**src/rtl/run_ctrl_pkg.sv**
```systemverilog
// run_ctrl_pkg: sweep codes, sweep length and FSM state type shared by run_ctrl.
package run_ctrl_pkg;
   localparam logic [3:0] ST_IDLE = 4'd0;
   localparam logic [3:0] ST_FWD = 4'd1;
   localparam logic [3:0] ST_REV = 4'd2;
   localparam int STEPS_PER_RUN = 4;
   typedef enum logic [1:0] {S_IDLE, S_FWD, S_REV, S_BEEP} fsm_t;
endpackage

```
**src/rtl/btn_debounce.sv**
```systemverilog
// btn_debounce: 2-flop synchronizer, stability debouncer and rising-edge press pulse.
module btn_debounce #(
   parameter int DB_CYCLES = 1_000_000
) (
   input  logic clk,
   input  logic reset,
   input  logic btn,
   output logic press
);
   localparam int CW = DB_CYCLES > 1 ? $clog2(DB_CYCLES) : 1;
   logic [1:0] sync;
   logic [CW-1:0] cnt;
   logic level, level_q;
   always_ff @(posedge clk) begin
      if (reset) begin
         sync <= '0;
         cnt <= '0;
         level <= 1'b0;
         level_q <= 1'b0;
         press <= 1'b0;
      end else begin
         sync <= {sync[0], btn};
         level_q <= level;
         press <= level & ~level_q;
         // any sample matching the current level restarts the stability count
         if (sync[1] == level) cnt <= '0;
         else if (cnt == CW'(DB_CYCLES - 1)) begin
            level <= sync[1];
            cnt <= '0;
         end else cnt <= cnt + 1'b1;
      end
   end
endmodule

```
**src/rtl/run_ctrl.sv**
```systemverilog
// run_ctrl: button front end, idle/forward/reverse/beep FSM, step divider and buzzer tone.
module run_ctrl
   import run_ctrl_pkg::*;
#(
   parameter int STEP_DIV = 47_000_000,
   parameter int DB_CYCLES = 1_000_000,
   parameter int BUZZ_CYCLES = 25_000_000,
   parameter int TONE_DIV = 25_000
) (
   input  logic       clk,
   input  logic       reset,
   input  logic       btn_fwd,
   input  logic       btn_rev,
   input  logic       btn_run,
   output logic [3:0] state,
   output logic       step,
   output logic       run_en,
   output logic       buzzer
);
   localparam int DW = STEP_DIV > 1 ? $clog2(STEP_DIV) : 1;
   localparam int BW = BUZZ_CYCLES > 1 ? $clog2(BUZZ_CYCLES) : 1;
   localparam int TW = TONE_DIV > 1 ? $clog2(TONE_DIV) : 1;
   fsm_t fsm, fsm_nx;
   logic p_fwd, p_rev, p_run;
   logic [DW-1:0] div;
   logic [1:0] step_cnt;
   logic [BW-1:0] dur;
   logic [TW-1:0] tone;
   logic sweeping, adv, tc, dur_end, tone_end;
   btn_debounce #(.DB_CYCLES(DB_CYCLES)) u_fwd (.clk(clk), .reset(reset), .btn(btn_fwd), .press(p_fwd));
   btn_debounce #(.DB_CYCLES(DB_CYCLES)) u_rev (.clk(clk), .reset(reset), .btn(btn_rev), .press(p_rev));
   btn_debounce #(.DB_CYCLES(DB_CYCLES)) u_run (.clk(clk), .reset(reset), .btn(btn_run), .press(p_run));
   always_ff @(posedge clk) begin
      if (reset) fsm <= S_IDLE;
      else fsm <= fsm_nx;
   end
   always_comb begin
      sweeping = fsm == S_FWD || fsm == S_REV;
      adv = sweeping & run_en & ~p_run;
      tc = div == DW'(STEP_DIV - 1);
      dur_end = dur == BW'(BUZZ_CYCLES - 1);
      tone_end = tone == TW'(TONE_DIV - 1);
      // the 2-bit step count wraps to zero on the last step of a sweep
      fsm_nx = fsm == S_IDLE ? (p_fwd & ~p_rev ? S_FWD : p_rev & ~p_fwd ? S_REV : S_IDLE)
             : fsm == S_BEEP ? (dur_end ? S_IDLE : S_BEEP)
             : (step && step_cnt == 2'(STEPS_PER_RUN % 4)) ? S_BEEP : fsm;
      state = fsm == S_FWD ? ST_FWD : fsm == S_REV ? ST_REV : ST_IDLE;
   end
   always_ff @(posedge clk) begin
      if (reset) begin
         div <= '0;
         step_cnt <= '0;
         dur <= '0;
         tone <= '0;
         step <= 1'b0;
         run_en <= 1'b1;
         buzzer <= 1'b0;
      end else begin
         run_en <= run_en ^ p_run;
         step <= adv & tc;
         if (fsm == S_IDLE) begin
            div <= '0;
            step_cnt <= '0;
         end else if (adv) begin
            div <= tc ? '0 : div + 1'b1;
            step_cnt <= step_cnt + {1'b0, tc};
         end
         if (fsm != S_BEEP && fsm_nx == S_BEEP) begin
            buzzer <= 1'b1;
            tone <= '0;
            dur <= '0;
         end else if (fsm == S_BEEP) begin
            dur <= dur_end ? '0 : dur + 1'b1;
            tone <= tone_end ? '0 : tone + 1'b1;
            buzzer <= dur_end ? 1'b0 : buzzer ^ tone_end;
         end
      end
   end
endmodule

```
**config.mk**
```make
export PLATFORM = sky130hd
export DESIGN_NAME = run_ctrl
export DESIGN_NICKNAME = d
export VERILOG_FILES = /design/src/rtl/run_ctrl_pkg.sv /design/src/rtl/btn_debounce.sv /design/src/rtl/run_ctrl.sv
export SDC_FILE = /design/constraint.sdc
export NUM_CORES = 1
export LEC_CHECK = 0
export CAP_MARGIN = 15
export CORE_MARGIN = 8
export CORE_UTILIZATION = 56
export CTS_CLUSTER_DIAMETER = 80
export CTS_CLUSTER_SIZE = 25
export DETAILED_ROUTE_END_ITERATION = 10
export PLACE_DENSITY = 0.81
export SKIP_LAST_GASP = 1
export SLEW_MARGIN = 15
export SYNTH_ARGS = -nofsm -noshare
export SYNTH_HDL_FRONTEND = slang
export SYNTH_SLANG_ARGS = --single-unit
```
**constraint.sdc**
```tcl
create_clock -name clk -period 1.8 [get_ports clk]
set_input_delay 0.36 -clock clk [delete_from_list [all_inputs] [get_ports clk]]
set_output_delay 0.36 -clock clk [all_outputs]
set_load 0.03 [all_outputs]
```
==> results of run 1 <==
-- layout by cell type, fill, tap and decap left out, types with 10 or more instances in the layout --
master     synthesis  layout
nand3_1           42      37
dfxtp_1          148     123
buf_6              0      17
inv_1             24      22
o21ai_0           32      31
nor2_2             0      10
xor2_1            34      34
nor3_1            15      15
or4_4              3      19
o31ai_1           23      23
clkbuf_16          0      19
or3_1             30      27
nor2_1            85      67
a21oi_1           56      34
and4_1            13      11
a21oi_2            1      22
dfxtp_2            0      25
nand2_1           52      49
or4_1             29      13
xnor2_1           35      33
nand4_1           39      39
nor2b_1           13      13
buf_4              3      93
-- stage by stage --
stage	TNS, ns	setup slack, ns	util [%]
CTS	-6.73	-0.246	71.8
finish	-10.87	-0.291	76.1
global placement	-3.58	-0.157	65.0
detailed placement	-5.70	-0.201	65.0
floorplan	-2.45	-0.0873	-
global route	-14.77	-0.320	76.1
-- how the worst max path moves through the flow --
stage          slack [ns]                startpoint  cells past startpoint                  endpoint
6_report            -0.29  u_run.cnt[12]$_SDFF_PP0_                      6  u_run.cnt[15]$_SDFF_PP0_
5_1_grt             -0.32  u_run.cnt[12]$_SDFF_PP0_                      6  u_run.cnt[19]$_SDFF_PP0_
4_1_cts             -0.25  u_run.cnt[12]$_SDFF_PP0_                      5   u_run.cnt[2]$_SDFF_PP0_
3_5_place_dp        -0.20  u_run.cnt[12]$_SDFF_PP0_                      5   u_run.cnt[2]$_SDFF_PP0_
3_3_place_gp        -0.16  u_run.cnt[12]$_SDFF_PP0_                      5   u_run.cnt[2]$_SDFF_PP0_
2_1_floorplan       -0.09  u_fwd.cnt[15]$_SDFF_PP0_                      5  u_fwd.cnt[11]$_SDFF_PP0_
-- cells by family (layout without fill, tap and decap cells) --
kind of cell	after synthesis	after routing	synth area share (%)
simple gates	374	374	30.6
flops	148	148	43.7
compound gates	127	127	11.1
xor+xnor	69	69	8.91
buf+inv	57	183	3.45
fa+ha+maj	11	11	2.03
other cells	1	2	0.0553
mux	1	1	0.148
-- synth_stat cells, types with 2 or more instances --
cell type  count  area (sq um)
buf_1          2          7.51
buf_2          7          35.0
dfxtp_1      148          2960
o21ai_0       32           160
ha_1          11           138
nand3_1       42           210
xnor2_1       35           307
nor3_1        15          75.1
clkbuf_1      21          78.8
nand3b_1       3          22.5
o31ai_1       23           173
nor4_1        12          75.1
or4b_1         2          20.0
o41ai_1        2          17.5
nand4_1       39           244
and2_1         4          25.0
nor4b_1        2          17.5
inv_1         24          90.1
and4b_1        2          20.0
or4_4          3          33.8
or4b_2         2          20.0
and3_1         9          56.3
or4_1         29           218
and4_1        13           114
xor2_1        34           298
nand2b_1       4          25.0
o32ai_1        3          26.3
nor2_1        85           319
o22ai_1        2          12.5
o211ai_1       5          37.5
buf_4          3          22.5
a21oi_1       56           280
nor2b_1       13          81.3
or2_2          3          18.8
nand2_1       52           195
nor4bb_1       3          30.0
or3_1         30           188
-- power groups by stage --
stage	clock network, mW	registers (mW)	logic, mW
2_1_floorplan	0	3.36	0.0516
3_3_place_gp	0	3.36	0.0799
3_5_place_dp	0	3.36	0.0838
4_1_cts	3.92	3.29	0.0949
5_1_grt	4.06	3.29	0.108
6_report	3.90	3.29	0.102
-- critical path: cells and delay by family (launching register included) --
family,cells,cell delay [ns]
flops,1,0.31
compound gates,2,0.24
buf+inv,2,0.31
simple gates,2,1.11
-- registers in the layout, summed over array words and instances, names as in the netlist, 2 cells and up --
signal and cells:
u_rev.sync 2, dur 25, tone 15, fsm 2, div 26, u_run.sync 2, u_fwd.cnt 20, u_fwd.sync 2
step_cnt 2, u_run.cnt 20, u_rev.cnt 20
-- cell type report --
cell class / count / area (sq um) / share of cell area [%]
clock buffers: 23 / 468 / 5.17
clock inverters: 9 / 175 / 1.93
inverters: 24 / 90.1 / 0.994
multi-input cells: 584 / 4030 / 44.5
flip-flops and latches: 148 / 2990 / 33.0
well taps: 147 / 184 / 2.03
repair buffers: 127 / 1120 / 12.3
-- layer usage --
| metal | up-vias | GRT usage, % | share of wire (%) | wire (microns) |
|---|---|---|---|---|
| met5 | - | 0 | 0 | 0 |
| met4 | 0 | 12.6 | 3.6 | 708 |
| met3 | 80 | 5.15 | 5.4 | 1060 |
| met2 | 287 | 36.6 | 53 | 10200 |
| met1 | 3136 | 22.1 | 38 | 7460 |
| li1 | 3092 | - | - | - |
-- what timing repair did --
| item | CTS | global route |
|---|---|---|
| resized for setup | 38 | 113 |
| hold buffers | 0 | 0 |
| endpoints found under the setup margin | 65 | 101 |
| pin swaps | 14 | 38 |
| buffers inserted | 3 | 11 |
| gates cloned | 3 | 5 |
==> results.sh, run 1 <==
export IMPL_grt_max_degree=24
export IMPL_criticalPathCategory="flip-flop to flip-flop"
export IMPL_power_frac_clock_pct=53.5
export IMPL_switching_share_pct=19.7
export IMPL_cp_cell_sequence="or4b_1 -> or4_4 -> o211ai_1 -> buf_4 -> buf_6 -> a21oi_1"
export IMPL_slew_headroom_pct=62.3
export IMPL_grt_pass1_vias=6168
export IMPL_syn_mean_instance_area_sq_um=8.60
export IMPL_finalWeightedCongestion=0.874
export IMPL_ff2ff_path_depth=6
export IMPL_finClkSkew_ns=0.00752
export IMPL_rsz0062_at_grt="true"
export IMPL_setup_viol=79
export IMPL_initial_utilization_pct=56.9
export IMPL_max_cap_violations=0
export IMPL_fill_cells=766
export IMPL_synthCells=788
export IMPL_synthArstFlopShare_pct=0
export IMPL_coreArea_sq_um=11900
export IMPL_layout_setup_ws_ns=-0.291
export IMPL_finalCriticalPeriod_ns=2.09
export IMPL_route_detailed_drc=0
export IMPL_worstSkewPairLatency_ns=0.44
export IMPL_r2r_end="u_run.cnt[15]$_SDFF_PP0_"
export IMPL_min_to="u_rev.press$_SDFF_PP0_"
export IMPL_holdPathStages=1
export IMPL_violations="setup timing"
export IMPL_fin_crit_sh_pct=116
export IMPL_grt_pass1_wl_microns=27500
export IMPL_port_buffers=9
export IMPL_crit_slowest_cell="or4b_1"
export IMPL_crit_path_max_incr_delay_ns=0.57
export IMPL_combPwrFrac_pct=1.4
export IMPL_wirelength_microns=19500
export IMPL_viasPerCell=6.21
export IMPL_critical_path_endpoint_type="flip-flop"
export IMPL_worst_slew_pin_slew_ns=0.564
export IMPL_final_cells=1062
export IMPL_powerDensity_nw_per_um2=804
export IMPL_syn_area_sq_um=6780
export IMPL_placed_area_sq_um=7740
export IMPL_antenna_cells=0
export IMPL_cp_arrival_ns=2.41
export IMPL_yosysWarnings=0
export IMPL_final_area_sq_um=9060
export IMPL_hold_violations=0
export IMPL_slew_viol_final=0
export IMPL_ant_nets=0
export IMPL_total_power_mw=7.29
export IMPL_grtUsageTotal_pct=20.8
export IMPL_ys_seq_area_share_pct=43.7
export IMPL_cts_max_path_buffers=2
export IMPL_place_inst=1009
export IMPL_p_int_mw=5.85
export IMPL_cts_root_buffer="clkbuf_16"
export IMPL_vias=6595
export IMPL_ys_types=50
export IMPL_cts_buffers=17
export IMPL_clkSinkCount=148
export IMPL_die_w_microns=126
export IMPL_antenna_found_initial=0
export IMPL_critPathMaxFanout=5
export IMPL_rows=40
export IMPL_synth_ff_type="dfxtp_1"
export IMPL_synth_edf_count=0
export IMPL_outcome="finished, violations left"
export IMPL_ys_ff_latch=148
export IMPL_hold_path_class="flip-flop to flip-flop"
export IMPL_worstSetupStartpointType="flip-flop"
export IMPL_worst_hold_slack_ns=0.382
export IMPL_syn_to_final_growth_pct=33.6
export IMPL_seqPwrFrac_pct=45.1
export IMPL_peakVddDrop_uv=734
export IMPL_pin_count=12
export IMPL_die_area_sq_um=15900
export IMPL_final_layout_size_suffix_gt1_share_pct=30.1
export IMPL_htreeDepth=4
export IMPL_hold_path_startpoint="u_rev.level_q$_SDFF_PP0_"
export IMPL_cts_tree="built"
export IMPL_dp_hpwl_microns=10600
export IMPL_drt_pass1_iterations=5
export IMPL_grt_ovfl_total=0
export IMPL_critPathRequiredTime_ns=2.11
export IMPL_path_clk_slew_ns=0.06
export IMPL_fmax_ghz=0.478
export IMPL_wl_per_cell_microns=18.3
export IMPL_power_switching_mw=1.44
export IMPL_die_h_microns=126
export IMPL_total_leakage_power_nw=2.96
export IMPL_reg2reg_from="u_run.cnt[12]$_SDFF_PP0_"
export IMPL_r2r_setup_slack_ns=-0.29
export IMPL_drt_iter0_markers=571
export IMPL_nets=918
No activity file was read; power rests on OpenSTA's default activity.
==> run 2, diff against run 1 <==
--- a/config.mk
+++ b/config.mk
@@ -13,7 +13,7 @@
 export DETAILED_ROUTE_END_ITERATION = 10
 export PLACE_DENSITY = 0.81
 export SKIP_LAST_GASP = 1
-export SLEW_MARGIN = 15
+export SLEW_MARGIN = 40
 export SYNTH_ARGS = -nofsm -noshare
 export SYNTH_HDL_FRONTEND = slang
 export SYNTH_SLANG_ARGS = --single-unit
==> constraint.sdc (replaced) <==
create_clock -name clk -period 1.8 [get_ports clk]
set_input_delay 0.36 -clock clk [delete_from_list [all_inputs] [get_ports clk]]
set_output_delay 0.36 -clock clk [all_outputs]
set_load 0.02 [all_outputs]
==> results.sh, run 2 (synthesis results as in run 1) <==
export IMPL_die_w_microns=126
export IMPL_route_detailed_drc=0
export IMPL_postCtsHoldBufs=0
export IMPL_largest_register="div"
export IMPL_peakVddDrop_uv=613
export IMPL_die_area_sq_um=15900
export IMPL_antenna_cells=0
export IMPL_max_cap_violations=0
export IMPL_reg_top3="div (26), dur (25)"
export IMPL_fmax_ghz=0.490
export IMPL_die_h_microns=126
export IMPL_setup_viol=64
export IMPL_drt_pass1_iterations=5
export IMPL_path_clk_slew_ns=0.06
export IMPL_fill_cells=754
export IMPL_power_switching_mw=1.46
export IMPL_largest_reg_flops=26
export IMPL_powerDensity_nw_per_um2=780
export IMPL_crit_path_max_incr_delay_ns=0.54
export IMPL_cp_arrival_ns=2.34
export IMPL_syn_to_final_growth_pct=32.3
export IMPL_cts_buffers=17
export IMPL_cp_top_family="simple AND/OR/NAND/NOR gates"
export IMPL_slew_viol_final=0
export IMPL_holdPathStages=1
export IMPL_outcome="finished, violations left"
export IMPL_coreArea_sq_um=11900
export IMPL_hold_violations=0
export IMPL_worstSetupStartpointType="flip-flop"
export IMPL_cts_tree="built"
export IMPL_rows=40
export IMPL_total_leakage_power_nw=2.93
export IMPL_layout_commonest_cell="dfxtp_1"
export IMPL_crit_buf_inv=2
export IMPL_crit_top_cell="or4_4"
export IMPL_clkSinkCount=148
export IMPL_wl_per_cell_microns=16.7
export IMPL_pin_count=12
export IMPL_final_area_sq_um=8970
export IMPL_min_to="u_rev.press$_SDFF_PP0_"
export IMPL_cp_cell_sequence="or4_4 -> or4_4 -> o211ai_1 -> buf_4 -> buf_6 -> a21oi_2"
export IMPL_worst_hold_slack_ns=0.381
export IMPL_grt_max_degree=24
export IMPL_finalCriticalPeriod_ns=2.04
export IMPL_rsz0062_at_grt="true"
export IMPL_grtUsageTotal_pct=20.8
export IMPL_antenna_found_initial=0
export IMPL_cts_max_path_buffers=2
export IMPL_ant_nets=0
export IMPL_r2r_end="u_run.cnt[12]$_SDFF_PP0_"
export IMPL_hold_path_class="flip-flop to flip-flop"
export IMPL_initial_utilization_pct=56.9
export IMPL_wirelength_microns=17800
export IMPL_criticalPathCategory="flip-flop to flip-flop"
export IMPL_placed_area_sq_um=7800
export IMPL_p_int_mw=5.54
export IMPL_critPathRequiredTime_ns=2.10
export IMPL_cp_depth=6
export IMPL_htreeDepth=4
export IMPL_final_layout_size_suffix_gt1_share_pct=30.1
export IMPL_finalWeightedCongestion=0.845
export IMPL_layout_setup_ws_ns=-0.240
export IMPL_r2r_setup_slack_ns=-0.24
export IMPL_fin_setup_tns_ns=-8.16
export IMPL_power_frac_clock_pct=51.6
export IMPL_grt_pass1_wl_microns=27800
export IMPL_cts_root_buffer="clkbuf_16"
export IMPL_seqPwrFrac_pct=47.0
export IMPL_hold_path_startpoint="u_rev.level_q$_SDFF_PP0_"
export IMPL_dp_hpwl_microns=10600
export IMPL_ff2ff_path_depth=6
export IMPL_violations="setup timing"
export IMPL_worstSkewPairLatency_ns=0.42
export IMPL_reg2reg_from="u_run.cnt[11]$_SDFF_PP0_"
export IMPL_crit_slowest_cell="or4_4"
export IMPL_critical_path_endpoint_type="flip-flop"
export IMPL_final_core_util_pct=75.3
export IMPL_combPwrFrac_pct=1.4
export IMPL_viasPerCell=6.05
export IMPL_grt_pass1_vias=6258
export IMPL_critPathMaxFanout=5
export IMPL_fin_crit_sh_pct=113
export IMPL_layout_common_cells="dfxtp_1, buf_4, nor2_1"
export IMPL_nets=919
export IMPL_switching_share_pct=20.9
export IMPL_grt_ovfl_total=0
export IMPL_finClkSkew_ns=0.00823
export IMPL_port_buffers=9
export IMPL_drt_iter0_markers=484
export IMPL_vias=6427
run 2: changes by cell type in the layout (fill, tap and decap cells not counted), sizes merged, moves of 2 or more:
cell,delta
dlygate4sd2,-2
bufinv,-2
clkinv,+6
clkbuf,-3
run 2: power by group through the flow:
stage          Combinational, mW  Sequential, mW  Clock [mW]
6_report                   0.101            3.29        3.61
5_1_grt                    0.108            3.29        3.79
4_1_cts                   0.0918            3.29        3.63
3_5_place_dp              0.0829            3.36           0
3_3_place_gp              0.0801            3.36           0
2_1_floorplan             0.0497            3.36           0
run 2: per-stage QoR:
step,std cells,worst slack (ns),power [mW]
after floorplan,789,-0.0873,3.41
after global placement,1017,-0.168,3.44
after detailed placement,1017,-0.206,3.44
after CTS,1052,-0.217,7.01
after global routing,1063,-0.277,7.19
final,1063,-0.240,7.00
run 2: how the worst max path moves through the flow:
stage	from	to	slack, ns
after global routing	u_run.cnt[11]$_SDFF_PP0_	u_run.cnt[12]$_SDFF_PP0_	-0.28
final	u_run.cnt[11]$_SDFF_PP0_	u_run.cnt[12]$_SDFF_PP0_	-0.24
after CTS	u_run.cnt[12]$_SDFF_PP0_	u_run.cnt[16]$_SDFF_PP0_	-0.22
after global placement	u_run.cnt[12]$_SDFF_PP0_	u_run.cnt[2]$_SDFF_PP0_	-0.17
after detailed placement	u_run.cnt[12]$_SDFF_PP0_	u_run.cnt[16]$_SDFF_PP0_	-0.21
after floorplan	u_fwd.cnt[15]$_SDFF_PP0_	u_fwd.cnt[11]$_SDFF_PP0_	-0.09
run 2: repair_timing:
item	4_1_cts	5_1_grt
endpoints found under the hold margin	0	0
cloned	1	6
pin swaps	15	34
endpoints found under the setup margin	79	105
gates resized for setup	28	109
buffers inserted	3	7
run 2: cell type report:
| class | count | area [sq um] | area share, % |
|---|---|---|---|
| multi-input combinational | 584 | 4010 | 44.7 |
| sequential | 148 | 2990 | 33.3 |
| timing repair buffer | 128 | 1100 | 12.2 |
| clock buffer | 19 | 443 | 4.94 |
| tap | 147 | 184 | 2.05 |
| clock inverter | 13 | 158 | 1.76 |
| inverter | 24 | 90.1 | 1.00 |
run 2: metal layers:
layer / part of all wire (%) / track usage (%)
met1: 41 / 22.5
met2: 52 / 38.4
met3: 4.6 / 5.15
met4: 2.5 / 7.86
met5: 0 / 0
